## src/rtl/tt_serial_tx_nibble.sv

```systemverilog
// -----------------------------------------------------------------------------
// tt_serial_tx_nibble
//
// Serial framing transmitter for a TinyTapeout user slot. On a rising edge of
// `start` it latches a 4-bit nibble and shifts it out LSB-first on `txd`:
// start bit (0), d0..d3, optional even-parity bit, stop bit (1). Each bit is
// held for DIV clocks.
//
// Configuration macro: TX_PARITY_EN
//   defined   : parity bit transmitted, frame is 7 bits
//   undefined : parity bit omitted, frame is 6 bits (io_out[3] still reports
//               the XOR of the latched nibble as status)
//
// Parameters:
//   DIV        clocks per bit, 1..16 (divider is 4 bits wide)
//
// Ports:
//   io_in[0]   clock (rising edge)
//   io_in[1]   reset, synchronous, active-low
//   io_in[2]   start; a frame is requested on its 0->1 transition
//   io_in[3]   unused
//   io_in[7:4] data nibble, sampled on the accepting edge only
//   io_out[0]  txd, idle high
//   io_out[1]  busy, high while a frame is on the line
//   io_out[2]  done, one-cycle pulse after the stop bit
//   io_out[3]  parity (XOR) of the latched nibble
//   io_out[7:4] latched nibble
// -----------------------------------------------------------------------------
module tt_serial_tx_nibble #(
  parameter int DIV = 4
) (
  input  logic [7:0] io_in,
  output logic [7:0] io_out
);

  if (DIV < 1 || DIV > 16) begin : g_div_check
    $error("DIV must be in 1..16");
  end

  localparam logic [3:0] DIV_LAST = 4'(DIV - 1);

  typedef enum logic [2:0] {
    S_IDLE,
    S_START,
    S_DATA,
    S_PAR,
    S_STOP
  } state_e;

  logic       clk;
  logic       rst_n;
  logic       start_i;
  logic [3:0] data_i;
  logic       unused_pin;

  assign clk        = io_in[0];
  assign rst_n      = io_in[1];
  assign start_i    = io_in[2];
  assign unused_pin = io_in[3];
  assign data_i     = io_in[7:4];

  state_e     state_q;
  logic [3:0] div_q;
  logic [1:0] idx_q;
  logic       start_q;
  logic       txd_q;
  logic       busy_q;
  logic       done_q;
  logic       par_q;
  logic [3:0] nib_q;

  logic start_edge_d;
  logic bit_end_d;

  assign start_edge_d = start_i & ~start_q;
  assign bit_end_d    = (div_q == DIV_LAST);

  // NOTE: every register here is updated with <=, so all branches see the
  // pre-edge values of the state and the update order inside the block does
  // not matter.
  always_ff @(posedge clk) begin
    // The edge register follows the pin in every cycle, reset included, so a
    // start level already high when reset is released is not seen as an edge.
    start_q <= start_i;

    // NOTE: reset is sampled on the clock edge only; there is no reset arc in
    // the sensitivity list.
    if (!rst_n) begin
      state_q <= S_IDLE;
      div_q   <= 4'd0;
      idx_q   <= 2'd0;
      txd_q   <= 1'b1;
      busy_q  <= 1'b0;
      done_q  <= 1'b0;
      par_q   <= 1'b0;
      nib_q   <= 4'd0;
    end else begin
      done_q <= 1'b0;

      case (state_q)
        S_IDLE: begin
          // Edges seen while busy fall through the other states and are lost.
          if (start_edge_d) begin
            nib_q   <= data_i;
            par_q   <= ^data_i;
            state_q <= S_START;
            div_q   <= 4'd0;
            txd_q   <= 1'b0;
            busy_q  <= 1'b1;
          end
        end

        default: begin
          if (!bit_end_d) begin
            div_q <= div_q + 4'd1;
          end else begin
            div_q <= 4'd0;
            case (state_q)
              S_START: begin
                state_q <= S_DATA;
                idx_q   <= 2'd0;
                txd_q   <= nib_q[0];
              end
              S_DATA: begin
                if (idx_q == 2'd3) begin
`ifdef TX_PARITY_EN
                  state_q <= S_PAR;
                  txd_q   <= par_q;
`else
                  state_q <= S_STOP;
                  txd_q   <= 1'b1;
`endif
                end else begin
                  idx_q <= idx_q + 2'd1;
                  txd_q <= nib_q[idx_q + 2'd1];
                end
              end
`ifdef TX_PARITY_EN
              S_PAR: begin
                state_q <= S_STOP;
                txd_q   <= 1'b1;
              end
`endif
              default: begin
                // End of the stop bit: back to idle with a single done pulse.
                state_q <= S_IDLE;
                txd_q   <= 1'b1;
                busy_q  <= 1'b0;
                done_q  <= 1'b1;
              end
            endcase
          end
        end
      endcase
    end
  end

  assign io_out = {nib_q, par_q, done_q, busy_q, txd_q};

endmodule

```

## config.mk

```make
export PLATFORM = sky130hd
export DESIGN_NAME = tt_serial_tx_nibble
export DESIGN_NICKNAME = d
export VERILOG_FILES = /design/src/rtl/tt_serial_tx_nibble.sv
export SDC_FILE = /design/constraint.sdc
export NUM_CORES = 1
export LEC_CHECK = 0
export ABC_CLOCK_PERIOD_IN_PS = 2750
export BUFFER_PORTS_ARGS = -buffer_cell sky130_fd_sc_hd__buf_4
export CAP_MARGIN = 10
export CORE_ASPECT_RATIO = 0.6
export CORE_MARGIN = 2
export CORE_UTILIZATION = 35
export DETAILED_ROUTE_END_ITERATION = 16
export GPL_TIMING_DRIVEN = 1
export RECOVER_POWER = 50
export SLEW_MARGIN = 10
export SYNTH_ARGS = -nofsm -noshare
export SYNTH_HDL_FRONTEND = slang
export SYNTH_SLANG_ARGS = --single-unit
```

## constraint.sdc

```tcl
create_clock -name io_in -period 2.75 [get_ports io_in]
set_clock_uncertainty 0.15 [all_clocks]
set_input_delay 0.55 -clock io_in [delete_from_list [all_inputs] [get_ports io_in]]
set_output_delay 0.55 -clock io_in [all_outputs]
set_load 0.01 [all_outputs]
```

==> results.json <==
{
  "outcome": "complete, but fails checks",
  "violations": "hold timing",
  "drv_cap": 0,
  "start_util": 0.364,
  "syn_nets": 111,
  "critical_path.endpoint_type": "flop",
  "relSlewSlack": 0.294,
  "tightest_slew_ns": 1.05,
  "pre_cts_ws_ns": 0.558,
  "power_leakage_nw": 0.657,
  "drtIter0Drc": 149,
  "synth_async_sr_flop_share": 0,
  "fill_cells": 200,
  "synth_edf_count": 0,
  "core-area_sq_um": 2490,
  "die_w_um": 69.7,
  "ios": 16,
  "path_max_fanout": 4,
  "rows": 14,
  "wire_per_inst_um": 16.5,
  "cts_tree": "yes",
  "start_kind": "clock port",
  "grt_pass1_wl_um": 5880,
  "post-synth-top-count-cell": "dfxtp_1",
  "design_area_sq_um": 1570,
  "synth_warnings": 0,
  "cts_resized": 0,
  "grt_pass1_vias": 1489,
  "clk-insertion-delay-late_ns": 0.26,
  "diodes": 0,
  "ys_top_cells_by_area": "dfxtp_1 (40%), nand2_1 (5.4%), a21boi_0 (4.1%)",
  "pwr_density_cell_nw_per_um2": 1750,
  "ant_nets": 0,
  "synthTopCellsByCount": "dfxtp_1 (18), nand2_1 (13), nor2_1 (8), nand3_1 (7), a21oi_1 (6)",
  "cts.clk_slew.worst_paths_ns": 0.07,
  "fin_cells": 187,
  "num-nets-final": 155,
  "rsz0062_at_grt": "no",
  "yosysUniqueCellTypes": 40,
  "syn_to_final_growth_pct": 73.8,
  "place.gp.congestion": 0.794,
  "crit_type": "clock port to flop",
  "synthDominantCellAreaShare": 0.398,
  "drive_gt1_frac": 0.323,
  "postPlaceCellArea_sq_um": 951,
  "synth.avg_cell_area_sq_um": 8.97,
  "grt_overflow_total": 0,
  "viasPerCell": 5.36,
  "ys_ff_latch": 18,
  "antenna_found_initial": 0,
  "yosys.area.top_type": "dfxtp_1",
  "hpwl_um": 1280,
  "via_count": 1002,
  "setup_tns_ns": 0,
  "grt_max_degree": 11,
  "postCtsSetupRepairBufs": 0,
  "cp.required_ns": 2.77,
  "dieArea_sq_um": 3020,
  "syn_area_sq_um": 906,
  "grt.total_usage": 0.266,
  "fin_ws_ns": 0.198,
  "slew_viol_final": 0,
  "io_buffers": 8,
  "ys.flop_type": "dfxtp_1",
  "synthCells": 101,
  "drcViolationCount": 0,
  "irDropWorstVdd_uv": 1120,
  "dieHeight_um": 43.4,
  "finalWirelength_um": 3080,
  "setup_viol": 0,
  "ys_seq_area_frac": 0.398,
  "cp_data_arrival_time_ns": 2.57,
  "hold_buffers": 0,
  "hold_path.class": "clock port to flop",
  "hold_slack_ns": -0.0419,
  "finalHoldViolations": 1,
  "firstDrtPassIters": 5,
  "dp_cells": 133
}
[state kept, by name, summed over array words and instances, names as in the netlist, 2 cells and up]
| register | cells |
|---|---|
| idx_q | 2 |
| state_q | 3 |
| div_q | 4 |
| nib_q | 4 |
[critical path, stage by stage]
cell,delay (ns)
clkbuf_8,0.12
clkbuf_8,0.12
nor2b_1,0.13
clkbuf_8,0.14
clkbuf_8,0.14
nor2_2,0.10
clkbuf_8,0.14
clkbuf_8,0.11
o21ai_0,0.09
o311ai_1,0.11
[cell type report]
class / count / area [sq um] / area share
clock buffers: 46 / 607 / 0.386
clock inverters: 9 / 60.1 / 0.0382
multi-input cells: 74 / 477 / 0.303
flip-flops and latches: 18 / 360 / 0.229
well taps: 32 / 40.0 / 0.0254
repair buffers: 8 / 30.0 / 0.0191
[final timing paths]
kind | from | end | slack [ns] | cells past startpoint
max | io_in[2] | txd_q | 0.20 | 10
min | io_in[2] | start_q | -0.04 | 2
max reg2reg | state_q[2] | txd_q | 0.49 | 4
min reg2reg | busy_q | busy_q | 0.32 | 2
[per-stage QoR]
stage                     power [mW]   util
after floorplan                0.677      -
after global placement         0.636  0.382
after detailed placement       0.636  0.382
after CTS                       2.84  0.650
after global routing            2.96  0.633
final                           2.76  0.633
[cells in the final DEF, fill, tap and decap left out, types with 2 or more instances in the layout]
master      n
clkbuf_8   34
dfxtp_1    18
nand2_1    13
clkbuf_1   13
nor2_1      8
nand3_1     7
inv_1       6
a21oi_1     6
a21boi_0    5
clkbuf_16   4
nor2b_1     2
nor3_1      2
nor3b_2     2
nand3b_1    2
nor3b_1     2
xnor2_1     2
mux2i_1     2
ha_1        2
clkbuf_2    2
[report_power, final]
group	internal, mW	switching [mW]	total [mW]
clock network	1.65	0.815	2.46
registers	0.291	0	0.291
logic	0	0	0.0000000803
total	1.94	0.815	2.76
[kinds of logic (layout without fill, tap and decap cells)]
group | Yosys count | in the layout | share of synthesized area
flops | 18 | 18 | 0.398
buf+inv | 9 | 63 | 0.0649
xor+xnor | 3 | 3 | 0.0290
simple gates | 46 | 46 | 0.280
mux | 3 | 3 | 0.0470
compound gates | 20 | 20 | 0.153
fa+ha+maj | 2 | 2 | 0.0276
[layer usage]
layer / track usage / share of wire / vias to the layer above
met5: 0.0635 / 0 / -
met4: 0.446 / 0.051 / 0
met3: 0.326 / 0.14 / 25
met2: 0.250 / 0.43 / 73
met1: 0.191 / 0.38 / 455
li1: - / - / 449
No activity file was read; power rests on OpenSTA's default activity.
